===== config.mk =====
export PLATFORM = sky130hd
export DESIGN_NAME = lc3_mem_ctrl
export DESIGN_NICKNAME = d
export VERILOG_FILES = /design/src/rtl/lc3_pkg.sv /design/src/rtl/lc3_timeout_counter.sv /design/src/rtl/lc3_mem_ctrl.sv
export SDC_FILE = /design/constraint.sdc
export NUM_CORES = 1
export LEC_CHECK = 0
export ABC_AREA = 1
export CORE_MARGIN = 1.5
export CORE_UTILIZATION = 37
export CTS_CLUSTER_DIAMETER = 100
export DETAILED_ROUTE_END_ITERATION = 8
export PLACE_DENSITY = 0.76
export SETUP_SLACK_MARGIN = 0.02
export SYNTH_ARGS = -nofsm -noshare
export SYNTH_HDL_FRONTEND = slang
export SYNTH_SLANG_ARGS = --single-unit
export TNS_END_PERCENT = 50

===== constraint.sdc =====
create_clock -name clk -period 1.17 [get_ports clk]
set_input_delay 0.1755 -clock clk [delete_from_list [all_inputs] [get_ports clk]]
set_output_delay 0.1755 -clock clk [all_outputs]
set_load 0.02 [all_outputs]

===== src/rtl/lc3_pkg.sv =====
// Shared LC-3 definitions: memory-controller state encoding and bus defaults.
package lc3_pkg;

  typedef enum logic [1:0] {
    MC_IDLE,
    MC_WAIT,
    MC_RESP
  } mem_state_t;

  localparam int          MEM_TIMEOUT_DEFAULT = 15;
  localparam logic [15:0] MEM_ERR_DATA        = 16'h0000;

endpackage : lc3_pkg


===== src/rtl/lc3_timeout_counter.sv =====
// Bus-cycle watchdog: counts enabled cycles and flags the last allowed one.
module lc3_timeout_counter #(
  parameter int TIMEOUT = 15
) (
  input  logic clk,
  input  logic rst,
  input  logic clear,
  input  logic enable,
  output logic expired
);

  localparam int                CNT_W = $clog2(TIMEOUT + 1);
  localparam logic [CNT_W-1:0]  LAST  = CNT_W'(TIMEOUT - 1);

  logic [CNT_W-1:0] count_q, count_d;

  assign expired = enable && (count_q == LAST);

  // NOTE: every always_comb output gets a default first so no latch is inferred.
  always_comb begin
    count_d = count_q;
    if (clear) begin
      count_d = '0;
    end else if (enable && !expired) begin
      count_d = count_q + CNT_W'(1);
    end
  end

  // NOTE: sequential state uses non-blocking assignments only.
  always_ff @(posedge clk) begin
    if (rst) begin
      count_q <= '0;
    end else begin
      count_q <= count_d;
    end
  end

endmodule : lc3_timeout_counter


===== src/rtl/lc3_mem_ctrl.sv =====
// LC-3 memory-bus controller: one request in flight, variable-latency ack,
// bounded by a timeout that returns an error response instead of hanging.
module lc3_mem_ctrl
  import lc3_pkg::*;
#(
  parameter int ADDR_W  = 16,
  parameter int DATA_W  = 16,
  parameter int TIMEOUT = MEM_TIMEOUT_DEFAULT
) (
  input  logic              clk,
  input  logic              rst,
  input  logic              req_valid,
  output logic              req_ready,
  input  logic              req_we,
  input  logic [ADDR_W-1:0] req_addr,
  input  logic [DATA_W-1:0] req_wdata,
  output logic              rsp_valid,
  output logic [DATA_W-1:0] rsp_rdata,
  output logic              rsp_err,
  output logic              busy,
  output logic              mem_en,
  output logic              mem_we,
  output logic [ADDR_W-1:0] mem_addr,
  output logic [DATA_W-1:0] mem_wdata,
  input  logic [DATA_W-1:0] mem_rdata,
  input  logic              mem_ack
);

  mem_state_t        state_q, state_d;
  logic              we_q, we_d;
  logic [ADDR_W-1:0] addr_q, addr_d;
  logic [DATA_W-1:0] wdata_q, wdata_d;
  logic [DATA_W-1:0] rdata_q, rdata_d;
  logic              err_q, err_d;
  logic              expired;

  // Counter runs only on ack-less WAIT cycles, so an ack on the final count wins.
  lc3_timeout_counter #(
    .TIMEOUT (TIMEOUT)
  ) u_timeout (
    .clk     (clk),
    .rst     (rst),
    .clear   (state_q == MC_IDLE),
    .enable  ((state_q == MC_WAIT) && !mem_ack),
    .expired (expired)
  );

  always_comb begin
    state_d = state_q;
    we_d    = we_q;
    addr_d  = addr_q;
    wdata_d = wdata_q;
    rdata_d = rdata_q;
    err_d   = err_q;
    case (state_q)
      MC_IDLE: begin
        if (req_valid) begin
          state_d = MC_WAIT;
          we_d    = req_we;
          addr_d  = req_addr;
          wdata_d = req_wdata;
        end
      end
      MC_WAIT: begin
        if (mem_ack) begin
          state_d = MC_RESP;
          rdata_d = we_q ? '0 : mem_rdata;
          err_d   = 1'b0;
        end else if (expired) begin
          state_d = MC_RESP;
          rdata_d = DATA_W'(MEM_ERR_DATA);
          err_d   = 1'b1;
        end
      end
      MC_RESP: state_d = MC_IDLE;
      default: state_d = MC_IDLE;
    endcase
  end

  always_ff @(posedge clk) begin
    if (rst) begin
      state_q <= MC_IDLE;
      we_q    <= 1'b0;
      addr_q  <= '0;
      wdata_q <= '0;
      rdata_q <= '0;
      err_q   <= 1'b0;
    end else begin
      state_q <= state_d;
      we_q    <= we_d;
      addr_q  <= addr_d;
      wdata_q <= wdata_d;
      rdata_q <= rdata_d;
      err_q   <= err_d;
    end
  end

  assign req_ready = (state_q == MC_IDLE);
  assign busy      = (state_q != MC_IDLE);
  assign mem_en    = (state_q == MC_WAIT);
  assign mem_we    = mem_en && we_q;
  assign mem_addr  = addr_q;
  assign mem_wdata = wdata_q;
  assign rsp_valid = (state_q == MC_RESP);
  assign rsp_rdata = rdata_q;
  assign rsp_err   = err_q;

endmodule : lc3_mem_ctrl


* Yosys cells after proc, flatten, opt, wreduce, memory -nomap -nowiden
Index checks and enable logic that the tools add are counted.
** Storage, ports and cells
- Register bits after elaboration :: 56
- Latch bits :: 0
- RAM bits :: 0
- Memory bits (read-only) :: 0
- Input bits :: 53
- Output and inout port bits :: 54
- Logic and storage cells :: 35
- Memories :: 0
** Cells by class
- Add/sub/neg operators :: 1
- Multiply operators :: 0
- Divide/modulo/power cells :: 0
- Order comparisons :: 0
- Equal/unequal tests :: 5
- Shift-type cells :: 0
- Mux-type cells :: 9
- Bitwise logic cells :: 0
- Reduce and logical (&&, ||, !) cells :: 13
** Operator list (count)
- $mux 16 :: 3
- $mux 2 :: 3
- $reduce_and 2->1 :: 3
- $add 4x1->4 const B :: 1
- $eq 4x4->1 const B :: 1
- $logic_and 1x1->1 :: 4
- $pmux 2 s2 :: 1
- $reduce_bool 2->1 :: 2
- $ne 3x1->1 const B :: 1
- $eq 2x1->1 const B :: 1
- $eq 2x2->1 const B :: 1
- $logic_not 1->1 :: 2
- $logic_not 2->1 :: 1
- $mux 1 :: 2
- $ne 2x2->1 const B :: 1
- $reduce_or 2->1 :: 1

* Longest topological paths before layout
- Depth in word-level cells :: 6
- Mapped depth :: 8
- Gate-level depth less buffers :: 8

* Modules after synthesis
Synthesis repeated with hierarchy kept, for this count alone.
** Unflattened totals
- Cells, all modules :: 320
- Area total of the unflattened synthesis :: 2290.9 um^2
** Modules (own cells, without submodules)
- lc3_mem_ctrl :: instances 1, cells an instance 288, area each 2050.7 um^2, sequential area each 1041.0 um^2
- lc3_timeout_counter :: instances 1, cells an instance 32, area each 240.2 um^2, sequential area each 80.1 um^2

* Worst setup path before layout
Ideal clock, no wire load.
- Kind :: register to register
- From :: register u_timeout.count_q[0]
- To :: register rdata_q[10], in the netlist rsp_rdata[10]
- Library setup time :: 67 ps
- Arrival :: 1187 ps
- Data required time :: 1103 ps
- Slack :: -84 ps
- Stages on the path, launching flop included :: 9
- Buffers on the path :: 1
- Clock period less this slack :: 1254 ps
- Path through :: dfxtp_1 -> inv_1 -> ha_1 -> nand3_2 -> nand2_2 -> nand2_4 -> buf_6 -> nand3_1 -> o21ai_2
** Between the ends
- Longest elaborated chain between the ends :: 4
** Ends and longest elaborated chain
- from (decl) :: line lc3_timeout_counter.sv:15 : logic [CNT_W-1:0] count_q, count_d;
- from (signal assigned) :: line lc3_timeout_counter.sv:34 : count_q <= count_d;
- $eq 4x4->1 :: line lc3_timeout_counter.sv:17 : assign expired = enable && (count_q == LAST);
- $logic_and 1x1->1 :: line lc3_timeout_counter.sv:17
- $reduce_bool 2->1 (no source line)
- $reduce_and 2->1 (no source line)
- to (signal assigned) :: line lc3_mem_ctrl.sv:93 : rdata_q <= rdata_d;
- to (decl) :: line lc3_mem_ctrl.sv:33 : logic [DATA_W-1:0] rdata_q, rdata_d;
Every way passes these cells.
A chain may end at the register's enable or synchronous reset.

* Worst setup path in the final report
- From :: register state_q[0]
- To :: register wdata_q[3], in the netlist mem_wdata[3]
** Between the ends
- Longest elaborated chain between the ends :: 2
** Ends and longest elaborated chain
- from (decl) :: line lc3_mem_ctrl.sv:29 : mem_state_t state_q, state_d;
- from (signal assigned) :: line lc3_mem_ctrl.sv:89 : state_q <= state_d;
- $logic_not 2->1 :: line lc3_mem_ctrl.sv:55 : case (state_q)
- $reduce_and 2->1 (no source line)
- to (signal assigned) :: line lc3_mem_ctrl.sv:92 : wdata_q <= wdata_d;
- to (decl) :: line lc3_mem_ctrl.sv:32 : logic [DATA_W-1:0] wdata_q, wdata_d;
Every way passes these cells.

==> results.sh <==
export IMPL_status="complete, but fails checks"
export IMPL_violations="negative setup slack"
export IMPL_initial_core_util=0.390
export IMPL_p_leak_nw=1.58
export IMPL_crit_path_cell_trace="nor2_4 -> buf_6 -> nand2_8 -> clkbuf_16 -> o21ai_2 -> nor2_1"
export IMPL_critPathBufInv=2
export IMPL_syn_inst=274
export IMPL_slew_headroom=0.778
export IMPL_synth_cell_types=25
export IMPL_wl_per_cell_um=14.4
export IMPL_io_buffers=106
export IMPL_cts_tree="done"
export IMPL_setup_ws_ns=-0.0835
export IMPL_gr_usage_all_layers=0.181
export IMPL_drtPass1Iterations=4
export IMPL_core_um2=6030
export IMPL_gp_congestion=0.744
export IMPL_place_hpwl_um=4250
export IMPL_cp_num_cells=6
export IMPL_min_path_type="input pin to flop"
export IMPL_fin_nets=457
export IMPL_root_buffer="clkbuf_8"
export IMPL_fin_tns_setup_ns=-1.60
export IMPL_drc=0
export IMPL_end_kind="flop"
export IMPL_ys_seq_elements=56
export IMPL_die_w_um=82.7
export IMPL_slowest_delay_ns=0.38
export IMPL_reg2reg_slack_ns=-0.08
export IMPL_regToRegEndpoint="mem_wdata[3]$_SDFFE_PP0P_"
export IMPL_synth_most_common_cell="nor2_1"
export IMPL_min_period_ns=1.25
export IMPL_synthArstFlopShare=0
export IMPL_worstSetupPathType="flop to flop"
export IMPL_placement_rows=28
export IMPL_yosys_warnings=0
export IMPL_min_delay_start="mem_rdata[1]"
export IMPL_r2r_start="state_q[0]$_SDFFE_PP0P_"
export IMPL_drive_gt1_frac=0.422
export IMPL_ir_worst_vdd_mv=0.610
export IMPL_critPathSlowestCell="dfxtp_4"
export IMPL_grt_pass1_wl_um=9400
export IMPL_timing_final_max_slew_violations=0
export IMPL_synth_edf_count=0
export IMPL_hold_depth=3
export IMPL_power_density_nw_per_um2=1140
export IMPL_critPathTopFamily="flip-flops"
export IMPL_ioPinCount=107
export IMPL_cts_sinks=56
export IMPL_via_per_inst=4.85
export IMPL_cts_made_buffers=5
export IMPL_clock_latency_ns=0.31
export IMPL_hold_buffers=0
export IMPL_htree_levels=2
export IMPL_num_antenna_cells=0
export IMPL_power_mw=4.50
export IMPL_worstMarginPinSlew_ns=0.332
export IMPL_path_max_fanout=8
export IMPL_synth_top_cells_by_count="63 x nor2_1, 56 x dfxtp_1, 35 x o21ai_0"
export IMPL_syn_area_per_cell_um2=8.57
export IMPL_synth_top_area_frac=0.478
export IMPL_arrival_ns=1.46
export IMPL_drt_total_wl_um=6910
export IMPL_vias=2318
export IMPL_required_ns=1.38
export IMPL_first_global_vias=2015
export IMPL_yosys_most_used_dff="dfxtp_1"
export IMPL_startpoint_type="flop"
export IMPL_maxCapViolations=0
export IMPL_ant_nets=0
export IMPL_ys_seq_area_frac=0.478
export IMPL_r2r_cells=6
export IMPL_syn_nets=329
export IMPL_drt_iter0_drc=70
export IMPL_die_area_um2=6830
export IMPL_fmax_mhz=798
export IMPL_cts_buffer_depth=2
export IMPL_cts_clk_slew_worst_paths_ns=0.10
export IMPL_grt_max_degree=33
export IMPL_finalSetupViolCount=39
export IMPL_grt_antenna_before_repair=0
export IMPL_worstHoldEndpoint="rsp_rdata[1]$_SDFFE_PP0P_"
export IMPL_gr_total_overflow=0
export IMPL_die_h_um=82.7
export IMPL_rsz0062_at_grt="true"
export IMPL_area_growth_pct=67.5
export IMPL_synth_top_cells_by_area="dfxtp_1 48%, nor2_1 10%, o21ai_0 7.5%"
export IMPL_post_route_period_util=1.07
export IMPL_clock_skew_ns=0.00701
export IMPL_synth_area_leader_cell="dfxtp_1"
export IMPL_hold_viol=0
export IMPL_dp_slack_ns=-0.252
export IMPL_syn_cell_area_um2=2350
[per-stage QoR]
| step | utilization | hold slack (ns) | instance area (um^2) | std cells |
|---|---|---|---|---|
| 6_report | 0.652 | 0.441 | 3930 | 478 |
| 5_1_grt | 0.652 | 0.446 | 3930 | 478 |
| 4_1_cts | 0.619 | 0.441 | 3730 | 466 |
| 3_5_place_dp | 0.585 | 0.452 | 3530 | 455 |
| 3_3_place_gp | 0.585 | 0.449 | 3530 | 455 |
| 2_1_floorplan | - | 0.245 | 2380 | 274 |
[worst max path at each step]
stage                                      end                              start
floorplan           rsp_rdata[10]$_SDFFE_PP0P_  u_timeout.count_q[0]$_SDFFE_PP0P_
global placement                        mem_we            state_q[0]$_SDFFE_PP0P_
detailed placement   rsp_rdata[3]$_SDFFE_PP0P_                                rst
CTS                   mem_addr[5]$_SDFFE_PP0P_            state_q[1]$_SDFFE_PP0P_
global route         mem_wdata[3]$_SDFFE_PP0P_            state_q[0]$_SDFFE_PP0P_
finish               mem_wdata[3]$_SDFFE_PP0P_            state_q[0]$_SDFFE_PP0P_
[metal layers]
metal	GRT usage	wire, um
met1	0.217	2970
met2	0.312	3430
met4	0.0600	69
met3	0.0473	439
met5	0	0
[layout make-up]
cell class,count,area (um^2)
fillers,522,2090
well taps,75,93.8
repair buffers,132,1240
flip-flops and latches,56,1130
clock inverters,2,35.0
inverters,14,71.3
multi-input cells,193,1290
clock buffers,6,72.6
[registers in the layout, summed over array words and instances, names as in the netlist]
signal and cells:
u_timeout.count_q 4, we_q 1, mem_wdata 16, rsp_rdata 16
mem_addr 16, state_q 2, rsp_err 1
[logic make-up (layout without fill, tap and decap cells)]
group / after synthesis / count (layout) / synth area share
compound gates: 55 / 55 / 0.132
buf+inv: 30 / 154 / 0.0986
fa+ha+maj: 2 / 2 / 0.0107
simple gates: 131 / 136 / 0.281
flops: 56 / 56 / 0.478
[worst register-to-register path: stages, from the launching register on]
cell and delay [ns]:
dfxtp_4 0.38, nor2_4 0.15, buf_6 0.14, nand2_8 0.10, clkbuf_16 0.22, o21ai_2 0.11, nor2_1 0.06
[power breakdown]
group | internal (mW) | switching [mW] | total (mW)
clock network | 0.637 | 0.628 | 1.26
registers | 2.02 | 0.0677 | 2.09
logic | 0.535 | 0.608 | 1.14
[what timing repair did]
| item | CTS | global route |
|---|---|---|
| setup buffers | 2 | 4 |
| resized for setup | 164 | 109 |
| cloned | 1 | 8 |
| pin swaps | 2 | 8 |
| setup endpoints to repair | 110 | 97 |
[cells in the final DEF (no fill, tap or decap), drive strengths merged]
cell	netlist	final
clkinv	1	3
dfxtp	56	56
nand2	17	20
nand4	1	1
nor2	75	75
clkdlybuf4s15	0	13
clkbuf	6	34
clkinvlp	0	1
inv	13	11
buf	10	39
a21oi	5	5
o21ai	50	50
nand3	38	40
ha	2	2
clkdlybuf4s50	0	52
bufinv	0	1
(Power assumes the default switching activity.)
